**src/rtl/gray_code_counter_updown.sv**
```systemverilog
// Up/down Gray code counter with clear, load, enable and wrap/saturate boundary mode.
// The Gray register is the primary state; a parallel binary register tracks it on the same edge.
module gray_code_counter_updown #(
  parameter int WIDTH = 8,
  parameter bit WRAP  = 1'b1
) (
  input  logic             clk,
  input  logic             rst,
  input  logic             en,
  input  logic             dir,
  input  logic             clr,
  input  logic             load,
  input  logic [WIDTH-1:0] load_value,
  output logic [WIDTH-1:0] cnt_gray,
  output logic [WIDTH-1:0] cnt_bin,
  output logic             at_max,
  output logic             at_min,
  output logic             wrap
);

  localparam logic [WIDTH-1:0] MAX_VAL = '1;
  localparam logic [WIDTH-1:0] MIN_VAL = '0;
  localparam logic [WIDTH-1:0] ONE     = WIDTH'(1);

  logic [WIDTH-1:0] next_bin;
  logic [WIDTH-1:0] next_gray;
  logic             next_wrap;

  // NOTE: every signal written here gets a default first so no path leaves it unassigned (no latch).
  always_comb begin
    next_bin  = cnt_bin;
    next_wrap = 1'b0;
    if (clr) begin
      next_bin = MIN_VAL;
    end else if (load) begin
      next_bin = load_value;
    end else if (en) begin
      if (dir) begin
        if (cnt_bin != MAX_VAL) begin
          next_bin = cnt_bin + ONE;
        end else if (WRAP) begin
          next_bin  = MIN_VAL;
          next_wrap = 1'b1;
        end
      end else begin
        if (cnt_bin != MIN_VAL) begin
          next_bin = cnt_bin - ONE;
        end else if (WRAP) begin
          next_bin  = MAX_VAL;
          next_wrap = 1'b1;
        end
      end
    end
  end

  // Adjacent binary values always map to Gray codes one bit apart.
  assign next_gray = next_bin ^ (next_bin >> 1);

  // NOTE: state registers use non-blocking assignments so all flops update together on the edge.
  always_ff @(posedge clk or posedge rst) begin
    if (rst) begin
      cnt_gray <= '0;
      cnt_bin  <= '0;
      wrap     <= 1'b0;
    end else begin
      cnt_gray <= next_gray;
      cnt_bin  <= next_bin;
      wrap     <= next_wrap;
    end
  end

  assign at_max = (cnt_bin == MAX_VAL);
  assign at_min = (cnt_bin == MIN_VAL);

endmodule

```
**config.mk**
```make
export PLATFORM = sky130hd
export DESIGN_NAME = gray_code_counter_updown
export DESIGN_NICKNAME = d
export VERILOG_FILES = /design/src/rtl/gray_code_counter_updown.sv
export SDC_FILE = /design/constraint.sdc
export NUM_CORES = 1
export LEC_CHECK = 0
export BUFFER_PORTS_ARGS = -buffer_cell sky130_fd_sc_hd__buf_2
export CORE_MARGIN = 2
export CORE_UTILIZATION = 31
export DETAILED_ROUTE_END_ITERATION = 10
export SYNTH_ARGS = -nofsm -noshare
export SYNTH_HDL_FRONTEND = slang
export SYNTH_SLANG_ARGS = --single-unit
```
**constraint.sdc**
```tcl
create_clock -name clk -period 5.74 [get_ports clk]
set_input_delay 0.287 -clock clk [delete_from_list [all_inputs] [get_ports clk]]
set_output_delay 0.287 -clock clk [all_outputs]
set_load 0.01 [all_outputs]
```
==> results.toml, run 1 <==
[layout]
final-seq-area_um2 = 400
finalInstanceArea_um2 = 1400
layout-drive-gt1-share = 0.333
finalNonFillerCells = 201
count_of_antenna_diodes_in_the_layout = 0
layout.nets = 171
layout_overhead_on_the_synthesized_area_pct = 18.9
multi_input_area_um2 = 689
final_core_util = 0.381
fillers = 367

[global_routing]
maximum_number_of_pins_on_one_net_before_global_route_repair = 18
grtUsageTotal = 0.141
grt_pass1_wl_um = 4660
initial_antenna_violation_count = 0
vias_in_the_first_global_route = 967
grt-ovfl-total = 0

[timing]
worst_clock_skew_ps = 4.32
timing.fmax_mhz = 450
report.final.setup_viol = 0
grt_setup_unrepaired = "no"
maxSlewViolCount = 0
layout_worst_path_cycle_share = 0.387
relSlewSlack = 0.601
worst_slew_pin_slew_ps = 598
finalWorstPathRequiredPeriod_ps = 2220
setup-tns-final_ps = 0
final_hold_viol_count = 0
fin_worst_hold_slack_ps = 93.1

[power_and_ir_drop]
pd_cells_nw_per_um2 = 235
max-vdd-ir-drop_mv = 0.126
total_leakage_power_uw = 0.000652

[logic_synthesis]
ys_seq_elements = 16
yosysWarnings = 0
synthesis.nets = 143
yosys.cell_types.count = 46
synth-async-reset-ratio = 1.00
synth_largest_area_cell = "dfrtp_1"
ys_dominant_reg_cell = "dfrtp_1"
synthesis.area_um2 = 1170
synth-edff-count = 0
number_of_cells_produced_by_synthesis = 126
synthTopCellsByArea = "dfrtp_1, xnor2_1, nor3b_1, a21oi_1, nor2_1"
synth_seq_area_share = 0.341
average_cell_area_after_synthesis_um2 = 9.31
post-synth-top-area-fraction = 0.341

[detailed_routing]
drt_iter0_drcs = 38
drc = 0
routed_via_density = 5.09
firstDrtPassIters = 5
drt.antenna.violating_nets = 0
routed_wire_length_per_instance_um = 13.6
num_vias = 1024
route.final.wire_length_um = 2740

[worst_setup_path]
startpoint_type = "flop"
r2r-end = "cnt_gray[1]$_DFF_PP0_"
timing.reg2reg.setup_slack_ps = 3520
worst_r2r_startpoint = "cnt_bin[0]$_DFF_PP0_"
criticalPathCategory = "flop to flop"
endpoint_kind = "flop"
required_worst_endpoint_ps = 5860
r2r_cells = 8
timing.critical_path.fanout_max = 9
arrival_ps = 2350

[floorplanning]
num_rows = 22
die_w_um = 65.5
coreArea_um2 = 3660
dieArea_um2 = 4290
chip_height_um = 65.5
start_util = 0.321
top_ports = 33

[cts]
clock_net_sink_count = 16
post-cts-setup-buffer-count = 0
cts_htree_levels = 1
cts_tree = "built"
holdBufCountCts = 0
clockRootBuffer = "clkbuf_8"
cts-resized-gates = 0
path_clk_slew_ps = 60
ctsLongestPathBuffers = 2
clock_insertion_delay_worst_skew_ps = 250
numCtsBuffers = 3

[place]
routabilityCongestion = 0.904
port_buffers = 32
dp.cells = 197
detailed_place_hpwl_um = 2130
placed_cell_area_um2 = 1340

[hold_path]
min_path_type = "input port to async pin"

[job]
drv.max_cap_violation_count = 0

[status]
status = "complete, no violations"
==> cell usage in the layout (no fill, tap or decap), types with 2 or more instances in the layout <==
master and n:
buf_2 32, dfrtp_1 16, nor2_1 11, a21oi_1 9, inv_1 8, nor3b_1 7, xnor2_1 7, nand2_1 4
nor3_1 4, xor2_1 4, clkbuf_8 4, and3_1 3, a221o_1 3, ha_1 3, and4_4 2, and2_1 2
o21ai_0 2, a31oi_1 2, nand3_1 2, a211oi_1 2, nor2b_1 2, mux2_2 2
==> per-stage QoR <==
step	worst slack [ps]	total power [µW]
final	3520	327
after global routing	3310	352
after CTS	3550	331
after detailed placement	3570	230
after global placement	3640	229
after floorplan	3720	204
==> worst max-delay path, stage by stage, from the launching register on <==
cell	delay (ps)
dfrtp_1	470
inv_1	120
ha_1	250
nor3b_1	180
a31oi_1	310
nand2_1	100
a221o_1	360
nor2b_4	140
xor2_1	160
==> sequential cells by signal, summed over array words and instances, names as in the netlist <==
signal,cells
cnt_bin,8
cnt_gray,7
wrap,1
==> how the worst max path moves through the flow <==
stage,cells after the start,endpoint,from
2_1_floorplan,8,cnt_gray[1]$_DFF_PP0_,cnt_bin[0]$_DFF_PP0_
6_report,8,cnt_gray[1]$_DFF_PP0_,cnt_bin[0]$_DFF_PP0_
4_1_cts,8,cnt_gray[1]$_DFF_PP0_,cnt_bin[0]$_DFF_PP0_
5_1_grt,8,cnt_gray[4]$_DFF_PP0_,cnt_bin[0]$_DFF_PP0_
3_5_place_dp,8,cnt_gray[1]$_DFF_PP0_,cnt_bin[0]$_DFF_PP0_
3_3_place_gp,7,cnt_gray[1]$_DFF_PP0_,cnt_bin[0]$_DFF_PP0_
==> logic make-up after synthesis <==
kind of cell             Yosys count  synth area share
multiplexers                       3            0.0277
flip-flops                        16             0.341
AO/OA/AOI/OAI                     29             0.188
XOR/XNOR                          12            0.0960
AND/OR/NAND/NOR                   46             0.244
adder cells (fa/ha/maj)            3            0.0320
buffers and inverters             17            0.0714
==> synthesized netlist by cell type (3+ instances only) <==
cell type  count
dfrtp_1       16
nor2_1        11
a21oi_1        9
inv_1          8
nor3b_1        7
xnor2_1        7
buf_2          4
nand2_1        4
nor3_1         4
xor2_1         4
a221o_1        3
and3_1         3
ha_1           3
==> layer usage <==
layer,GRT usage,share of wire,vias up
met2,0.237,0.50,33
met3,0.0479,0.064,2
met1,0.177,0.44,488
met5,0,0,-
met4,0.0234,0.0037,0
li1,-,-,501
==> power by group <==
| part | switching [µW] | internal [µW] | leakage, µW |
|---|---|---|---|
| Combinational | 50.0 | 41.3 | 0.000415 |
| Clock | 38.8 | 60.9 | 0.0000288 |
| Sequential | 12.6 | 124 | 0.000208 |
| Total | 101 | 226 | 0.000652 |
==> final cells by class <==
class,instances,share of cell area
inverters,8,0.0215
repair buffers,32,0.115
clock buffers,4,0.0395
multi-input cells,93,0.494
well taps,48,0.0430
flip-flops and latches,16,0.287
Note: power is estimated with default switching activity, not from simulation.
==> inputs of run 2 (changes only) <==
==> constraint.sdc (replaced) <==
create_clock -name clk -period 2.23 [get_ports clk]
set_input_delay 0.1115 -clock clk [delete_from_list [all_inputs] [get_ports clk]]
set_output_delay 0.1115 -clock clk [all_outputs]
set_load 0.01 [all_outputs]
==> run 2 against run 1 <==
Compared with the run above:
- global-route usage rose by 0.98 points
- flip-flop and latch count is the same
- first-iteration DRC count is 21% higher
- die area unchanged
- register-to-register slack got worse by 3400 ps
- setup slack got worse by 3400 ps
- sequential share of layout area shrank 0.96 points
- via count increased by 5.0%
- sequential power rose to 2.5 times the previous value
- highest routed layer unchanged
==> results.toml, run 2 (synthesis gave the netlist of run 1 again) <==
[status]
status = "complete, no violations"

[worst_setup_path]
arrival_ps = 2270
required_worst_endpoint_ps = 2400
timing.critical_path.fanout_max = 8
critical_path.cell_chain = "inv_1, ha_1, mux2_2, a2111oi_2, a221o_1, nor2b_4, xor2_1"
startpoint_type = "flop"
cp_slowest_cell = "dfrtp_2"
max_stage_delay_ps = 430
endpoint_kind = "flop"
criticalPathCategory = "flop to flop"

[power_and_ir_drop]
power_frac_comb = 0.300
max-vdd-ir-drop_mv = 0.334
pd_cells_nw_per_um2 = 593
total_leakage_power_uw = 0.000678
seqPwrFrac = 0.402
clock_power_share = 0.298
cellInternalPower_uw = 592
switching_share = 0.310
sw_power_uw = 266

[global_routing]
grtUsageTotal = 0.151
initial_antenna_violation_count = 0
grt-ovfl-total = 0
grt_pass1_wl_um = 5040
vias_in_the_first_global_route = 1040
maximum_number_of_pins_on_one_net_before_global_route_repair = 18

[cts]
numCtsBuffers = 3
clock_insertion_delay_worst_skew_ps = 250
clockRootBuffer = "clkbuf_8"
clock_net_sink_count = 16
path_clk_slew_ps = 60
cts_htree_levels = 1
cts_tree = "built"
ctsLongestPathBuffers = 2
post-cts-setup-buffer-count = 0

[layout]
count_of_antenna_diodes_in_the_layout = 0
layout_commonest_cell = "buf_2"
layout-drive-gt1-share = 0.367
biggestRegsByFlops = "cnt_bin: 8 flops, cnt_gray: 7 flops, wrap: 1 flops"
largest-register = "cnt_bin"
layout_overhead_on_the_synthesized_area_pct = 23.3
largest_register_ffs = 8
fillers = 361
layout_common_cells = "buf_2, dfrtp_1, nor2_1"
layout.nets = 176

[detailed_routing]
drc = 0
route.final.wire_length_um = 2940
drt.antenna.violating_nets = 0
num_vias = 1075
routed_wire_length_per_instance_um = 14.3
routed_via_density = 5.22
firstDrtPassIters = 4
drt_iter0_drcs = 46

[timing]
layout_worst_path_cycle_share = 0.942
worst_slew_pin_slew_ps = 612
finalWorstSetupSlack_ps = 130
finalWorstPathRequiredPeriod_ps = 2100
timing.fmax_mhz = 476
report.final.setup_viol = 0
final_hold_viol_count = 0
relSlewSlack = 0.592
setup-tns-final_ps = 0
worst_clock_skew_ps = 2.09
maxSlewViolCount = 0

[floorplanning]
coreArea_um2 = 3660
die_w_um = 65.5
chip_height_um = 65.5
start_util = 0.321
dieArea_um2 = 4290
top_ports = 33
num_rows = 22

[place]
dp_slack_ps = 73.4
detailed_place_hpwl_um = 2250
routabilityCongestion = 0.842
port_buffers = 32

[hold_path]
min_path_type = "input port to flop"

[job]
drv.max_cap_violation_count = 0
-- run 2: worst max-delay path: cells and delay by family (launching register included) --
family          cells  cell delay (ps)
compound gates      2              660
xor+xnor            1              140
fa+ha+maj           1              260
buf+inv             1               90
flops               1              430
mux                 1              290
simple gates        1              160
-- run 2: layout make-up --
| class | instances | area, µm² | share of cell area |
|---|---|---|---|
| Multi-Input combinational cell | 93 | 701 | 0.484 |
| Tap cell | 48 | 60.1 | 0.0415 |
| Timing Repair Buffer | 37 | 200 | 0.138 |
| Inverter | 8 | 30.0 | 0.0207 |
| Clock buffer | 4 | 55.1 | 0.0380 |
| Sequential cell | 16 | 402 | 0.277 |
-- run 2: path summary, 6_finish.rpt --
check	end	slack [ps]	cells past startpoint	start
setup reg to reg	cnt_gray[1]$_DFF_PP0_	130	7	cnt_bin[1]$_DFF_PP0_
setup / recovery	cnt_gray[1]$_DFF_PP0_	130	7	cnt_bin[1]$_DFF_PP0_
hold reg to reg	wrap$_DFF_PP0_	700	3	cnt_bin[7]$_DFF_PP0_
min in group asynchronous	cnt_gray[5]$_DFF_PP0_	470	3	rst
max in group asynchronous	cnt_bin[1]$_DFF_PP0_	1320	3	rst
hold / removal	cnt_bin[4]$_DFF_PP0_	200	3	load_value[4]
-- run 2: per-layer routing --
layer,global-route usage,vias up,share of wire
met5,0,-,0
met4,0.0391,0,0.011
met3,0.0360,4,0.064
met2,0.247,43,0.48
met1,0.198,514,0.44
li1,-,514,-
-- run 2: per-stage QoR --
stage	cells	power, µW	area [µm²]	hold slack, ps	util
floorplan	126	524	1170	25.2	-
CTS	206	862	1440	204	0.392
global placement	201	599	1370	202	0.374
finish	206	858	1450	204	0.395
global route	206	915	1450	236	0.395
detailed placement	201	602	1370	219	0.374
-- run 2: power groups by stage --
stage / Sequential, µW / Clock [µW] / Combinational [µW]
2_1_floorplan: 359 / 0 / 165
3_3_place_gp: 348 / 0 / 250
3_5_place_dp: 349 / 0 / 252
4_1_cts: 344 / 263 / 255
5_1_grt: 350 / 281 / 284
6_report: 345 / 256 / 257
-- run 2: repair_timing --
item                                    CTS  global route
endpoints found under the setup margin    0             7
resized for setup                         0             3
hold endpoints to repair                 16             0
hold buffers                              1             0
==> inputs of run 3 (changes only) <==
--- a/config.mk
+++ b/config.mk
@@ -5,7 +5,7 @@
 export SDC_FILE = /design/constraint.sdc
 export NUM_CORES = 1
 export LEC_CHECK = 0
-export BUFFER_PORTS_ARGS = -buffer_cell sky130_fd_sc_hd__buf_2
+export BUFFER_PORTS_ARGS = -buffer_cell sky130_fd_sc_hd__buf_4
 export CORE_MARGIN = 2
 export CORE_UTILIZATION = 31
 export DETAILED_ROUTE_END_ITERATION = 10
==> run 3 against run 2 <==
Compared with the run above:
- global-route usage is 0.77 points higher
- fmax is 4.9% higher
- count of clock-buffer cells in the layout is 1 lower
- clock skew is 0.82 ps lower
- critical path depth stayed put
- register-to-register slack better by 99 ps
- setup slack better by 99 ps
- cell area is 6.7% higher
- sequential power hardly changed
- hold slack worse by 63 ps
- critical path type unchanged
- largest power group unchanged
==> results.toml, run 3 (synthesis gave the netlist of run 1 again) <==
[global_routing]
vias_in_the_first_global_route = 1047
globalRouteMet1Util = 0.201
initial_antenna_violation_count = 0
global_route.peak_usage_layer = "met2"
globalRouteMet3Util = 0.0479
grtUsageTotal = 0.158
maximum_number_of_pins_on_one_net_before_global_route_repair = 18
grt-ovfl-total = 0
grt_util_met2 = 0.258
grt_pass1_wl_um = 5100

[detailed_routing]
route.final.wire_length_um = 2990
drt.antenna.violating_nets = 0
num_vias = 1068
drc = 0
firstDrtPassIters = 4
routed_wire_length_per_instance_um = 14.3
routed_via_density = 5.11
drt_iter0_drcs = 55

[power_and_ir_drop]
switching_share = 0.314
power_frac_comb = 0.342
sw_power_uw = 269
cellInternalPower_uw = 587
max-vdd-ir-drop_mv = 0.426
seqPwrFrac = 0.401
pd_cells_nw_per_um2 = 555
clock_power_share = 0.257
total_leakage_power_uw = 0.000708

[cts]
cts_tree = "built"
ctsLongestPathBuffers = 2
numCtsBuffers = 3
clock_insertion_delay_worst_skew_ps = 250
clock_net_sink_count = 16
path_clk_slew_ps = 60
cts_htree_levels = 1
clockRootBuffer = "clkbuf_8"

[status]
status = "complete, no violations"

[timing]
layout_worst_path_cycle_share = 0.897
final_hold_viol_count = 0
grt_setup_unrepaired = "no"
setup-tns-final_ps = 0
maxSlewViolCount = 0
relSlewSlack = 0.591
fin_worst_hold_slack_ps = 141
finalWorstPathRequiredPeriod_ps = 2000
worst_slew_pin_slew_ps = 613
timing.fmax_mhz = 500
worst_clock_skew_ps = 1.27
report.final.setup_viol = 0

[layout]
largest-register = "cnt_bin"
biggestRegsByFlops = "cnt_bin: 8 flops, cnt_gray: 7 flops, wrap: 1 flops"
layout_common_cells = "buf_4, dfrtp_1, nor2_1"
finalInstanceArea_um2 = 1540
largest_register_ffs = 8
layout.nets = 180
layout_commonest_cell = "buf_4"
layout-drive-gt1-share = 0.379
layout_overhead_on_the_synthesized_area_pct = 31.6
fillers = 366
count_of_antenna_diodes_in_the_layout = 0

[worst_setup_path]
arrival_ps = 2170
worst_r2r_startpoint = "cnt_bin[0]$_DFF_PP0_"
endpoint_kind = "flop"
r2r-end = "cnt_gray[1]$_DFF_PP0_"
criticalPathCategory = "flop to flop"
r2r_cells = 7
required_worst_endpoint_ps = 2400
startpoint_type = "flop"
timing.critical_path.fanout_max = 5
timing.reg2reg.setup_slack_ps = 230

[hold_path]
min_path_cells = 2
min_path_type = "input port to flop"
min_to = "cnt_bin[2]$_DFF_PP0_"
min_from = "clr"

[floorplanning]
chip_height_um = 65.5
coreArea_um2 = 3660
dieArea_um2 = 4290
die_w_um = 65.5
start_util = 0.321
num_rows = 22
top_ports = 33

[place]
placed_cell_area_um2 = 1470
port_buffers = 32
detailed_place_hpwl_um = 2320
routabilityCongestion = 0.804

[job]
drv.max_cap_violation_count = 0
run 3: cell types whose count changed in the layout (fill, tap and decap cells not counted), sizes merged:
cell,previous run,this run
buf,36,40
clkbuf,4,3
run 3: per-stage QoR:
step / setup slack [ps] / total power (µW) / util / cells
CTS: 125 / 859 / 0.414 / 207
finish: 229 / 856 / 0.422 / 209
floorplan: 207 / 524 / - / 126
detailed placement: 155 / 633 / 0.400 / 203
global placement: 216 / 629 / 0.400 / 203
global route: 22.6 / 919 / 0.422 / 209
run 3: repair_timing:
item,in CTS,in global routing
setup endpoints to repair,0,4
hold buffers,1,0
resized for setup,0,3
endpoints found under the hold margin,16,0
setup buffers,0,2
run 3: layout make-up:
type | count | area [µm²] | share of cell area
multi-input cells | 93 | 701 | 0.454
flip-flops and latches | 16 | 402 | 0.260
repair buffers | 41 | 310 | 0.201
well taps | 48 | 60.1 | 0.0389
clock buffers | 3 | 41.3 | 0.0267
inverters | 8 | 30.0 | 0.0194
run 3: worst max-delay path by stage:
stage / start / to / slack [ps] / depth (start not counted)
3_3_place_gp: cnt_bin[0]$_DFF_PP0_ / cnt_gray[1]$_DFF_PP0_ / 220 / 8
3_5_place_dp: cnt_bin[1]$_DFF_PP0_ / cnt_gray[1]$_DFF_PP0_ / 150 / 8
2_1_floorplan: cnt_bin[0]$_DFF_PP0_ / cnt_gray[1]$_DFF_PP0_ / 210 / 8
6_report: cnt_bin[0]$_DFF_PP0_ / cnt_gray[1]$_DFF_PP0_ / 230 / 7
5_1_grt: cnt_bin[0]$_DFF_PP0_ / cnt_gray[1]$_DFF_PP0_ / 20 / 7
4_1_cts: cnt_bin[1]$_DFF_PP0_ / cnt_gray[1]$_DFF_PP0_ / 130 / 8
run 3: power groups by stage:
stage          Sequential (µW)  Clock [µW]  Combinational (µW)
3_3_place_gp               347           0                 282
4_1_cts                    343         228                 287
5_1_grt                    347         247                 325
3_5_place_dp               347           0                 285
6_report                   343         220                 293
2_1_floorplan              359           0                 165
run 3: critical path: stages (launching register included):
cell and delay [ps]:
dfrtp_1 380, inv_1 90, ha_1 270, mux2_2 290, a2111oi_2 360, a221o_1 210, nor2b_4 150, xor2_1 170
run 3: metal layers:
metal | part of all wire | routed length [µm]
met1 | 0.46 | 1360
met2 | 0.48 | 1420
met3 | 0.057 | 169
met4 | 0.012 | 35
met5 | 0 | 0
